File: config.mk
export PLATFORM = sky130hd
export DESIGN_NAME = xcc
export DESIGN_NICKNAME = d
export VERILOG_FILES = /design/src/rtl/xcc.sv
export SDC_FILE = /design/constraint.sdc
export NUM_CORES = 1
export LEC_CHECK = 0
export CAP_MARGIN = 20
export CORE_MARGIN = 1
export CORE_UTILIZATION = 45
export CTS_BUF_LIST = sky130_fd_sc_hd__clkbuf_8
export DETAILED_ROUTE_END_ITERATION = 10
export GPL_ROUTABILITY_DRIVEN = 0
export PLACE_DENSITY_LB_ADDON = 0.3
export SLEW_MARGIN = 20
export SYNTH_ARGS = -nofsm -noshare
export SYNTH_HDL_FRONTEND = slang
export SYNTH_SLANG_ARGS = --single-unit
File: constraint.sdc
create_clock -name clk -period 2.52 [get_ports clk]
set_input_delay 0.252 -clock clk [delete_from_list [all_inputs] [get_ports clk]]
set_output_delay 0.252 -clock clk [all_outputs]
set_load 0.1 [all_outputs]
File: src/rtl/xcc.sv
// ---------------------------------------------------------------------------
// xcc - circular-buffer occupancy / pointer controller
//
// Tracks read/write indices and fill count for a power-of-2 ring of LENGTH
// slots. The block owns no storage; the parent FIFO writes slot wptr when
// we_ok is high and reads slot rptr while empty_n is high.
//
// With INIT_FULL=1 the ring comes out of reset holding every slot (0..LENGTH-1).
// This lets it act as a free-slot allocator that hands out slots 0, 1, 2, ...
// With INIT_FULL=0 it comes out of reset empty and behaves as a plain FIFO
// controller.
//
// Ports
//   clk      in   clock, all state changes on the rising edge
//   rstn     in   asynchronous active-low reset
//   we       in   push request
//   re       in   pop request
//   full_n   out  1 = at least one free slot (length != LENGTH)
//   empty_n  out  1 = at least one entry (length != 0)
//   we_ok    out  accepted push (we & full_n), combinational
//   wptr     out  next slot to be written
//   rptr     out  slot holding the oldest entry (valid while empty_n=1)
//   length   out  current entry count, 0..LENGTH
// ---------------------------------------------------------------------------
module xcc #(
    parameter int LENGTH    = 16,
    parameter bit INIT_FULL = 1'b0
) (
    input  logic                      clk,
    input  logic                      rstn,
    input  logic                      we,
    input  logic                      re,
    output logic                      full_n,
    output logic                      empty_n,
    output logic                      we_ok,
    output logic [$clog2(LENGTH)-1:0] wptr,
    output logic [$clog2(LENGTH):0]   length
    ,
    output logic [$clog2(LENGTH)-1:0] rptr
);

    localparam int             AW      = $clog2(LENGTH);
    localparam logic [AW:0]    LEN_MAX = (AW+1)'(LENGTH);
    localparam logic [AW:0]    LEN_RST = INIT_FULL ? LEN_MAX : '0;

    logic [AW-1:0] wptr_reg;
    logic [AW-1:0] rptr_reg;
    logic [AW:0]   length_reg;
    logic          re_ok;

    // Flags are decoded straight from the count, so they always agree with
    // length in the same cycle.
    assign full_n  = (length_reg != LEN_MAX);
    assign empty_n = (length_reg != '0);

    // A refused request never touches state, even when the other side of
    // the ring is active in the same cycle.
    assign we_ok = we & full_n;
    assign re_ok = re & empty_n;

    always_ff @(posedge clk or negedge rstn) begin
        if (!rstn) begin
            wptr_reg   <= '0;
            rptr_reg   <= '0;
            length_reg <= LEN_RST;
        end else begin
            // Pointers wrap by natural overflow of the AW-bit registers.
            if (we_ok) begin
                wptr_reg <= wptr_reg + 1'b1;
            end
            if (re_ok) begin
                rptr_reg <= rptr_reg + 1'b1;
            end
            // Simultaneous accepted push and pop leave the count unchanged.
            if (we_ok && !re_ok) begin
                length_reg <= length_reg + 1'b1;
            end else if (re_ok && !we_ok) begin
                length_reg <= length_reg - 1'b1;
            end
        end
    end

    assign wptr   = wptr_reg;
    assign rptr   = rptr_reg;
    assign length = length_reg;

endmodule

==> flow_summary.yaml <==
run_status:
  status: "finished with violations"
  violations: "DRC, setup timing"
logic_synthesis:
  synthDominantCellAreaShare_pct: 41.5
  synth_flop_cell: "dfrtp_1"
  syn_inst: 70
  synth_warnings: 0
  netlist.top_cell.by_area: "dfrtp_1"
  synth.top_cells.by_area: "dfrtp_1, ha_1, xnor2_1"
  synth_seq_cells: 13
  synth_edf_count: 0
  synth_area_per_cell_sq_um: 11.2
  ys_seq_area_share_pct: 41.5
  syn_nets: 81
  synthesis.area_sq_um: 785
  synth_cell_types: 30
  async_flop_share_pct: 100
critical_path:
  worstPathArrival_ns: 2.68
  worstSetupStartpointType: "register"
  cpPeakStageDelay_ns: 0.56
  cp_num_buf_inv: 1
  critical_path.max_fanout: 6
  ff2ff_setup_slack_ns: -0.04
  end_kind: "register"
  crit_family: "simple AND/OR/NAND/NOR gates"
  worstSetupPathType: "register to register"
  crit_slowest_cell: "or4_4"
  path_cells: "or4_4, o21ai_4, ha_4, inv_1, ha_4, or4_1, o211ai_1, o211ai_1"
  critPathRequiredTime_ns: 2.64
floorplan:
  rows: 14
  coreArea_sq_mm: 0.00156
  dieHeight_um: 43.8
  die_area_sq_mm: 0.00191
  io_pins: 20
  die_w_um: 43.8
  initial_core_util_pct: 50.3
grt:
  grt_max_degree: 15
  grt_pass1_wl_um: 2880
  grt.total_usage_pct: 20.5
  antenna_found_initial: 0
  overflow: 0
  grt_pass1_vias: 656
placement:
  dpl.hpwl_um: 1260
  io_buffers: 19
cells_and_area:
  register_area_sq_um: 344
  multiInputGateArea_sq_um: 500
  layout.nets: 114
  area_growth_pct: 46.7
  fillCellCount: 108
  largest_reg_flops: 5
  n_antenna_cell: 0
  drive_above_1_share_pct: 45.1
timing:
  whs_ns: 0.397
  rsz0062_at_grt: "true"
  fmax_mhz: 390
  setup_viol: 2
  post-route-period-util_pct: 102
  worst_pin_slew_ns: 0.623
  finClkSkew_ns: 0.00415
  finalWorstSetupSlack_ns: -0.0420
  slew_violations: 0
  fin_crit_ns: 2.56
  relSlewSlack_pct: 58.3
  hold_viol: 0
clocking:
  cts.clk_slew.worst_paths_ns: 0.06
  clk_latency_ns: 0.24
  cts_sinks: 13
  ctsHoldBuffers: 0
  cts_tree: "yes"
  clock_path_buffers: 2
  cts_max_level: 1
  clockRootBuffer: "clkbuf_8"
  postCtsSetupRepairBufs: 0
  cts-resized-gates: 0
  cts_buffers: 3
run:
  cap_violations: 0
route:
  routed_wl_um: 1660
  wl_per_cell_um: 14.1
  drt_iter0_markers: 9
  first_pass_iters: 6
  dr_total_vias: 645
  drc: 1
  ant_nets: 0
  viasPerCell: 5.47
min_path:
  min_path_type: "input port to async pin"
==> worst register-to-register path: stages, from the launching register on <==
cell and delay, ns:
dfrtp_4 0.47, or4_4 0.56, o21ai_4 0.17, ha_4 0.16
inv_1 0.13, ha_4 0.27, or4_1 0.48, o211ai_1 0.11
o211ai_1 0.10
==> layout by cell type, fill, tap and decap left out, types with 4 or more instances in the layout <==
cell      n
buf_4    27
dfrtp_1   8
a21oi_1   6
xnor2_1   5
dfrtp_4   5
nand2_1   4
==> layout make-up <==
type / count / share of cell area, %
clock buffers: 3 / 3.59
clock inverters: 1 / 0.435
inverters: 2 / 0.652
multi-input cells: 53 / 43.5
flip-flops and latches: 13 / 29.9
well taps: 16 / 1.74
repair buffers: 30 / 20.2
==> through the flow <==
step | instance area [sq um] | util (%) | setup WS (ns) | cells | setup TNS, ns
after global placement | 1100 | 70.9 | 0.0310 | 114 | 0
after CTS | 1150 | 73.8 | -0.0434 | 118 | -0.0543
after floorplan | 867 | - | -0.342 | 70 | -0.817
after detailed placement | 1100 | 70.9 | -0.0290 | 114 | -0.0290
final | 1150 | 73.8 | -0.0420 | 118 | -0.0540
after global routing | 1150 | 73.8 | -0.162 | 118 | -0.272
==> worst paths after layout <==
check	from	end	cells past startpoint
setup / recovery	length[3]$_DFFE_PN0P_	length[4]$_DFFE_PN0P_	8
hold / removal	rstn	rptr[0]$_DFFE_PN0P_	1
setup reg to reg	length[3]$_DFFE_PN0P_	length[4]$_DFFE_PN0P_	8
hold reg to reg	rptr[3]$_DFFE_PN0P_	rptr[3]$_DFFE_PN0P_	1
max in group asynchronous	rstn	length[2]$_DFFE_PN0P_	1
min in group clk	rptr[3]$_DFFE_PN0P_	rptr[3]$_DFFE_PN0P_	1
==> kinds of logic (layout without fill, tap and decap cells) <==
group           count (synthesis)  after routing  share of synthesized area, %
fa+ha+maj                       7              7                          12.1
simple gates                   19             19                          15.8
mux                             4              4                          5.58
buf+inv                         4             36                          1.91
xor+xnor                        8              8                          8.93
flops                          13             13                          41.5
compound gates                 15             15                          14.2
==> cells in the mapped netlist, types with 2 or more instances <==
library cell / n
or4_1: 2
inv_1: 2
nand2_1: 4
a21oi_1: 6
o21ai_0: 2
xnor2_1: 5
xor2_1: 3
o211ai_1: 2
dfrtp_1: 13
nand3_1: 3
nor3b_1: 2
mux2_1: 2
buf_1: 2
ha_1: 6
==> metal layers <==
layer,vias up,share of wire (%),global-route usage [%]
li1,323,-,-
met1,310,47,27.5
met2,10,49,32.2
met3,2,2.9,2.50
met4,0,1.1,11.3
met5,-,0,0
Power of run 1 is not shown: default switching activity piles up to over one toggle a cycle in this logic, so the estimate is an artifact.
